## src/rtl/i2s_receiver_pkg.sv

```systemverilog
// Shared definitions for the I2S receive path.
//   SAMPLE_WIDTH_DEF : default PCM sample width
//   CH_LEFT/CH_RIGHT : LRCLK level encoding of the two channels
//   *_IDX            : bit positions of BCLK/LRCLK/DIN on the 3-bit input bus
//   rx_state_e       : receiver alignment state
package i2s_receiver_pkg;

  localparam int unsigned SAMPLE_WIDTH_DEF = 16;

  localparam logic CH_LEFT  = 1'b0;
  localparam logic CH_RIGHT = 1'b1;

  localparam int unsigned BCLK_IDX  = 0;
  localparam int unsigned LRCLK_IDX = 1;
  localparam int unsigned DIN_IDX   = 2;

  typedef enum logic [1:0] {
    StIdle,
    StArm,
    StShift
  } rx_state_e;

endpackage

```

## src/rtl/i2s_receiver_input_sync.sv

```systemverilog
// Synchroniser and edge detector for the three asynchronous I2S lines.
//   clk_25mhz   : system clock
//   reset       : synchronous, active-high
//   i2s_in      : raw {din, lrclk, bclk} bus (indices from the package)
//   lrclk_level : synchronised LRCLK
//   din_level   : synchronised DIN, same pipeline depth as BCLK
//   bclk_rise   : one-cycle strobe, synchronised BCLK went 0 -> 1
//   lr_edge     : one-cycle strobe, synchronised LRCLK changed
module i2s_input_sync
  import i2s_receiver_pkg::*;
#(
  parameter int unsigned SYNC_STAGES = 2
) (
  input  logic       clk_25mhz,
  input  logic       reset,
  input  logic [2:0] i2s_in,
  output logic       lrclk_level,
  output logic       din_level,
  output logic       bclk_rise,
  output logic       lr_edge
);

  logic [2:0]             stage_q [SYNC_STAGES];
  logic                   bclk_prev_q;
  logic                   lrclk_prev_q;
  logic [SYNC_STAGES:0]   fill_q;
  logic [2:0]             sync_now;

  always_ff @(posedge clk_25mhz) begin
    if (reset) begin
      for (int i = 0; i < SYNC_STAGES; i++) begin
        stage_q[i] <= '0;
      end
      bclk_prev_q  <= 1'b0;
      lrclk_prev_q <= 1'b0;
      fill_q       <= '0;
    end else begin
      stage_q[0] <= i2s_in;
      for (int i = 1; i < SYNC_STAGES; i++) begin
        stage_q[i] <= stage_q[i-1];
      end
      bclk_prev_q  <= stage_q[SYNC_STAGES-1][BCLK_IDX];
      lrclk_prev_q <= stage_q[SYNC_STAGES-1][LRCLK_IDX];
      fill_q       <= {fill_q[SYNC_STAGES-1:0], 1'b1};
    end
  end

  assign sync_now    = stage_q[SYNC_STAGES-1];
  assign lrclk_level = sync_now[LRCLK_IDX];
  assign din_level   = sync_now[DIN_IDX];

  // Edges are masked until the whole chain holds real samples; otherwise the
  // cleared flops after reset would look like a BCLK rise or LRCLK edge and
  // could start alignment in the middle of a slot.
  assign bclk_rise = fill_q[SYNC_STAGES] & sync_now[BCLK_IDX] & ~bclk_prev_q;
  assign lr_edge   = fill_q[SYNC_STAGES] & (sync_now[LRCLK_IDX] ^ lrclk_prev_q);

endmodule

```

## src/rtl/i2s_receiver.sv

```systemverilog
// Philips I2S receiver: deserialises BCLK/LRCLK/DIN into 16-bit stereo frames.
//   clk_25mhz    : system clock, all logic on its rising edge
//   reset        : synchronous, active-high
//   i2s_bclk     : I2S bit clock (async, <= clk_25mhz/4)
//   i2s_lrclk    : word select, 0 = left, 1 = right (async)
//   i2s_din      : serial data, MSB first, one BCLK after LRCLK changes (async)
//   left_sample  : last complete left sample
//   right_sample : last complete right sample
//   frame_valid  : one-cycle pulse when both samples update
//   locked       : aligned to LRCLK
//   slot_error   : one-cycle pulse on a short or over-long slot
module i2s_receiver
  import i2s_receiver_pkg::*;
#(
  parameter int unsigned SAMPLE_WIDTH = SAMPLE_WIDTH_DEF,
  parameter int unsigned MAX_SLOT     = 32,
  parameter int unsigned SYNC_STAGES  = 2
) (
  input  logic                    clk_25mhz,
  input  logic                    reset,
  input  logic                    i2s_bclk,
  input  logic                    i2s_lrclk,
  input  logic                    i2s_din,
  output logic [SAMPLE_WIDTH-1:0] left_sample,
  output logic [SAMPLE_WIDTH-1:0] right_sample,
  output logic                    frame_valid,
  output logic                    locked,
  output logic                    slot_error
);

  localparam int unsigned     CntW   = $clog2(MAX_SLOT + 1);
  localparam logic [CntW-1:0] SwCnt  = CntW'(SAMPLE_WIDTH);
  localparam logic [CntW-1:0] MaxCnt = CntW'(MAX_SLOT);

  logic [2:0] i2s_bus;
  logic       lrclk_s;
  logic       din_s;
  logic       bclk_rise;
  logic       lr_edge;

  assign i2s_bus = {i2s_din, i2s_lrclk, i2s_bclk};

  i2s_input_sync #(
    .SYNC_STAGES (SYNC_STAGES)
  ) u_sync (
    .clk_25mhz   (clk_25mhz),
    .reset       (reset),
    .i2s_in      (i2s_bus),
    .lrclk_level (lrclk_s),
    .din_level   (din_s),
    .bclk_rise   (bclk_rise),
    .lr_edge     (lr_edge)
  );

  rx_state_e               state_q, state_d;
  logic [SAMPLE_WIDTH-1:0] shift_q, shift_d;
  logic [CntW-1:0]         bit_cnt_q, bit_cnt_d;
  logic                    cur_ch_q, cur_ch_d;
  logic                    end_pending_q, end_pending_d;
  logic [SAMPLE_WIDTH-1:0] left_hold_q, left_hold_d;
  logic                    have_left_q, have_left_d;
  logic                    locked_q, locked_d;
  logic [SAMPLE_WIDTH-1:0] left_sample_q, left_sample_d;
  logic [SAMPLE_WIDTH-1:0] right_sample_q, right_sample_d;
  logic                    frame_valid_q, frame_valid_d;
  logic                    slot_error_q, slot_error_d;

  // Slot-closing datapath. With slots of exactly SAMPLE_WIDTH bits the LSB
  // arrives on the closing rise itself, so that bit still belongs to the
  // closing slot whenever the sample is not yet full.
  logic                    take_bit;
  logic                    closing;
  logic [SAMPLE_WIDTH-1:0] final_shift;
  logic [CntW-1:0]         final_cnt;
  logic [SAMPLE_WIDTH-1:0] closed_val;

  always_comb begin
    take_bit    = (bit_cnt_q < SwCnt);
    closing     = bclk_rise & (end_pending_q | lr_edge);
    final_shift = take_bit ? {shift_q[SAMPLE_WIDTH-2:0], din_s} : shift_q;
    final_cnt   = take_bit ? bit_cnt_q + CntW'(1) : bit_cnt_q;
    closed_val  = (final_cnt < SwCnt) ? (final_shift << (SwCnt - final_cnt)) : final_shift;
  end

  logic err;

  always_comb begin
    state_d        = state_q;
    shift_d        = shift_q;
    bit_cnt_d      = bit_cnt_q;
    cur_ch_d       = cur_ch_q;
    end_pending_d  = end_pending_q;
    left_hold_d    = left_hold_q;
    have_left_d    = have_left_q;
    locked_d       = locked_q;
    left_sample_d  = left_sample_q;
    right_sample_d = right_sample_q;
    frame_valid_d  = 1'b0;
    slot_error_d   = 1'b0;
    err            = 1'b0;

    case (state_q)
      StIdle: begin
        if (lr_edge) state_d = StArm;
      end
      StArm: begin
        // This rise carries the LSB of a slot we never saw start; drop it.
        if (bclk_rise) begin
          state_d       = StShift;
          shift_d       = '0;
          bit_cnt_d     = '0;
          cur_ch_d      = lrclk_s;
          end_pending_d = 1'b0;
          have_left_d   = 1'b0;
          locked_d      = 1'b1;
        end
      end
      StShift: begin
        if (lr_edge) end_pending_d = 1'b1;
        if (closing) begin
          shift_d       = '0;
          bit_cnt_d     = '0;
          cur_ch_d      = ~cur_ch_q;
          end_pending_d = 1'b0;
          if (final_cnt < SwCnt) begin
            err = 1'b1;
          end else if (cur_ch_q == CH_LEFT) begin
            left_hold_d = closed_val;
            have_left_d = 1'b1;
          end else if (cur_ch_q == CH_RIGHT && have_left_q) begin
            left_sample_d  = left_hold_q;
            right_sample_d = closed_val;
            frame_valid_d  = 1'b1;
            have_left_d    = 1'b0;
          end
        end else if (bclk_rise) begin
          if (take_bit) shift_d = {shift_q[SAMPLE_WIDTH-2:0], din_s};
          bit_cnt_d = bit_cnt_q + CntW'(1);
          // LRCLK stuck: slot longer than MAX_SLOT bit clocks.
          if (bit_cnt_d == MaxCnt) err = 1'b1;
        end
      end
      default: state_d = StIdle;
    endcase

    if (err) begin
      state_d       = StIdle;
      shift_d       = '0;
      bit_cnt_d     = '0;
      end_pending_d = 1'b0;
      have_left_d   = 1'b0;
      locked_d      = 1'b0;
      slot_error_d  = 1'b1;
    end
  end

  always_ff @(posedge clk_25mhz) begin
    if (reset) begin
      state_q        <= StIdle;
      shift_q        <= '0;
      bit_cnt_q      <= '0;
      cur_ch_q       <= CH_LEFT;
      end_pending_q  <= 1'b0;
      left_hold_q    <= '0;
      have_left_q    <= 1'b0;
      locked_q       <= 1'b0;
      left_sample_q  <= '0;
      right_sample_q <= '0;
      frame_valid_q  <= 1'b0;
      slot_error_q   <= 1'b0;
    end else begin
      state_q        <= state_d;
      shift_q        <= shift_d;
      bit_cnt_q      <= bit_cnt_d;
      cur_ch_q       <= cur_ch_d;
      end_pending_q  <= end_pending_d;
      left_hold_q    <= left_hold_d;
      have_left_q    <= have_left_d;
      locked_q       <= locked_d;
      left_sample_q  <= left_sample_d;
      right_sample_q <= right_sample_d;
      frame_valid_q  <= frame_valid_d;
      slot_error_q   <= slot_error_d;
    end
  end

  assign left_sample  = left_sample_q;
  assign right_sample = right_sample_q;
  assign frame_valid  = frame_valid_q;
  assign locked       = locked_q;
  assign slot_error   = slot_error_q;

endmodule
```

## config.mk

```make
export PLATFORM = sky130hd
export DESIGN_NAME = i2s_receiver
export DESIGN_NICKNAME = d
export VERILOG_FILES = /design/src/rtl/i2s_receiver_pkg.sv /design/src/rtl/i2s_receiver_input_sync.sv /design/src/rtl/i2s_receiver.sv
export SDC_FILE = /design/constraint.sdc
export NUM_CORES = 1
export LEC_CHECK = 0
export CORE_UTILIZATION = 32
export CTS_BUF_LIST = sky130_fd_sc_hd__clkbuf_4 sky130_fd_sc_hd__clkbuf_8 sky130_fd_sc_hd__clkbuf_16
export CTS_CLUSTER_DIAMETER = 30
export CTS_CLUSTER_SIZE = 40
export DETAILED_ROUTE_END_ITERATION = 12
export PLACE_DENSITY = 0.54
export SYNTH_ARGS = -nofsm -noshare
export SYNTH_HDL_FRONTEND = slang
export SYNTH_SLANG_ARGS = --single-unit
```

## constraint.sdc

```tcl
create_clock -name clk_25mhz -period 3.1 [get_ports clk_25mhz]
set_input_delay 0.62 -clock clk_25mhz [delete_from_list [all_inputs] [get_ports clk_25mhz]]
set_output_delay 0.62 -clock clk_25mhz [all_outputs]
set_load 0.005 [all_outputs]
```

==> impl_metrics.yaml <==
setup_path:
  critPathRequiredTime_ns: 3.32
  r2r_end: "bit_cnt_q[2]$_SDFFE_PP0P_"
  worstSetupStartpointType: "flip-flop"
  slowest_delay_ns: 0.85
  path_cells: "nand2b_1 > nor4_1 > nand3_1 > o21ai_2 > nor3_1"
  critical_path_arrival_ns: 2.49
  cp_max_fo: 26
  regToRegSetupSlack_ns: 0.82
  cpMaxStageDelayCell: "o21ai_2"
  regToRegStartpoint: "state_q[0]$_SDFFE_PP0P_"
  end_kind: "flip-flop"
  crit_type: "reg2reg"
  rr_worst_depth: 5
route:
  vias: 2599
  routed_wl_mm: 7.05
  drc_errors: 0
  met3WireLength_um: 247
  via_per_inst: 4.83
  ant_nets: 0
  dr.pass1.iters: 5
  wl_per_cell_um: 13.1
  drt-met1-wl_mm: 3.56
  top_layer_used: "met4"
  drt_iter0_drc: 110
  wl_met2_mm: 3.11
timing:
  setup_tns_ns: 0
  min_period_over_period_pct: 73.5
  worstMarginPinSlew_ns: 1.08
  period_needed_ns: 2.28
  max_slew_margin_pct: 28.2
  maxSlewViolCount: 0
  setup_viol: 0
  fin_ws_ns: 0.821
  hold_viol_final: 0
  rsz0062_at_grt: "false"
  clock_skew_ns: 0.00915
  max_freq_mhz: 439
logic_synthesis:
  yosysWarningCount: 0
  syn_area_um2: 3530
  yosys.area.top_type: "dfxtp_1"
  yosys-top-cells-area: "dfxtp_1 (50%), a211oi_1 (7.2%), nor2_1 (6.7%)"
  synth_edf_count: 0
  ys_ff_latch: 89
  yosys-top-cells-count: "dfxtp_1 (89), nor2_1 (63), a211oi_1 (34), nand2_1 (31)"
  syn-num-nets: 378
  ys_types: 44
  ys_seq_area_share_pct: 50.5
  synth_top_area_share_pct: 50.5
  netlist_instances: 371
  ys.flop_type: "dfxtp_1"
  synthArstFlopShare_pct: 0
  avgSynthCellArea_um2: 9.52
  synth.most_common_cell: "dfxtp_1"
layout:
  multi_input_area_um2: 1560
  drive_gt1_share_pct: 12.7
  area_delta_synth_final_pct: 17.9
  seq_area_um2: 1780
  fill_cells: 1075
  finalNetCount: 404
  n_antenna_cell: 0
floorplanning:
  die-area_um2: 11500
  io_pins: 40
  core_area_um2: 10500
  start_util_pct: 33.6
  rows: 37
  die_h_um: 107
  die_w_um: 107
clock_network:
  clock_sinks: 89
  clockBufferDepth: 2
  hold_buffers: 0
  cts-root-buf: "clkbuf_8"
  cts_tree: "yes"
  worstSkewPairLatency_ns: 0.36
  post_cts_resized: 0
  h-tree-depth: 3
  clk_pin_slew_worst_paths_ns: 0.10
  post-cts-setup-buffer-count: 0
  numCtsBuffers: 9
power:
  power_uw: 2020
  power_density_nw_per_um2: 486
  p_leak_uw: 0.00144
  peakVddDrop_v: 0.000206
grt:
  grt_pass1_wl_mm: 11.8
  grt_pass1_vias: 2404
  grtUsageTotal_pct: 13.3
  antenna_found_initial: 0
  grt_max_degree: 63
  grt_overflow: 0
place:
  dp_hpwl_mm: 4.57
  io_buffers: 39
  place_ws_ns: 0.817
  gp_congestion: 0.800
hold_path:
  worstHoldStart: "u_sync.stage_q[0][2]$_SDFF_PP0_"
  holdPathStages: 1
  hold_path_end: "u_sync.stage_q[0][5]$_SDFF_PP0_"
  worst_hold_path_type: "reg2reg"
flow_run:
  timing.max_cap.violations: 0
outcome:
  status: "finished clean"
placed cells by master, fill, tap and decap left out, types with 3 or more instances in the layout:
cell type / count
dfxtp_1: 89
nor2_1: 63
clkdlybuf4s50_1: 38
a211oi_1: 34
nand2_1: 31
mux2i_1: 18
a22oi_1: 18
a21oi_1: 14
nor2b_1: 11
nand2_2: 9
a21oi_2: 9
clkbuf_8: 9
buf_4: 6
nor3_1: 4
nand3_1: 3
a41oi_1: 3
a311oi_1: 3
o21ai_0: 3
worst max path at each step:
stage,startpoint,endpoint,slack [ns]
global route,state_q[0]$_SDFFE_PP0P_,shift_q[10]$_SDFFE_PP0P_,0.61
floorplan,bit_cnt_q[0]$_SDFFE_PP0P_,left_sample[10]$_SDFFE_PP0P_,1.08
CTS,state_q[0]$_SDFFE_PP0P_,bit_cnt_q[2]$_SDFFE_PP0P_,0.82
finish,state_q[0]$_SDFFE_PP0P_,bit_cnt_q[2]$_SDFFE_PP0P_,0.82
detailed placement,state_q[0]$_SDFFE_PP0P_,bit_cnt_q[2]$_SDFFE_PP0P_,0.82
global placement,state_q[0]$_SDFFE_PP0P_,bit_cnt_q[2]$_SDFFE_PP0P_,0.89
logic make-up (layout without fill, tap and decap cells):
logic type	Yosys count	in the layout	synth area share, %
flip-flops	89	89	50.5
multiplexers	18	18	5.10
adder cells (fa/ha/maj)	2	2	0.709
AND/OR/NAND/NOR	137	137	18.9
XOR/XNOR	1	1	0.248
AO/OA/AOI/OAI	92	92	19.3
buffers and inverters	32	63	5.24
per-layer routing:
metal | vias up | GRT usage, %
met5 | - | 0
met4 | 0 | 5.87
met3 | 8 | 3.47
met2 | 38 | 20.1
met1 | 1193 | 17.6
li1 | 1360 | -
sequential cells by signal, summed over array words and instances, names as in the netlist, 2 cells and up:
signal          flops
left_hold_q        16
left_sample        16
state_q             2
right_sample       16
bit_cnt_q           6
shift_q            16
u_sync.fill_q       3
u_sync.stage_q      6
stage by stage:
step	util, %	hold slack [ns]	cell area, um^2	cells
2_1_floorplan	-	0.414	3530	371
3_3_place_gp	37.6	0.418	3950	522
3_5_place_dp	37.6	0.423	3950	522
4_1_cts	39.6	0.449	4160	538
5_1_grt	39.6	0.458	4160	538
6_report	39.6	0.443	4160	538
layout make-up:
type	instances	area share [%]
clock inverter	7	2.04
sequential	89	42.8
multi-input combinational	250	37.6
tap	136	4.09
clock buffer	9	2.98
inverter	2	0.180
timing repair buffer	45	10.3
worst max-delay path: cells and delay by family (launching register included):
kind	cells	cell delay (ns)
compound gates	1	0.85
flops	1	0.40
simple gates	4	0.89
power breakdown:
| group | leakage [uW] | internal (uW) | switching [uW] |
|---|---|---|---|
| Clock | 0.0000999 | 388 | 443 |
| Sequential | 0.000719 | 1150 | 2.89 |
| Combinational | 0.000620 | 11.7 | 27.6 |
Note: power is estimated with default switching activity, not from simulation.
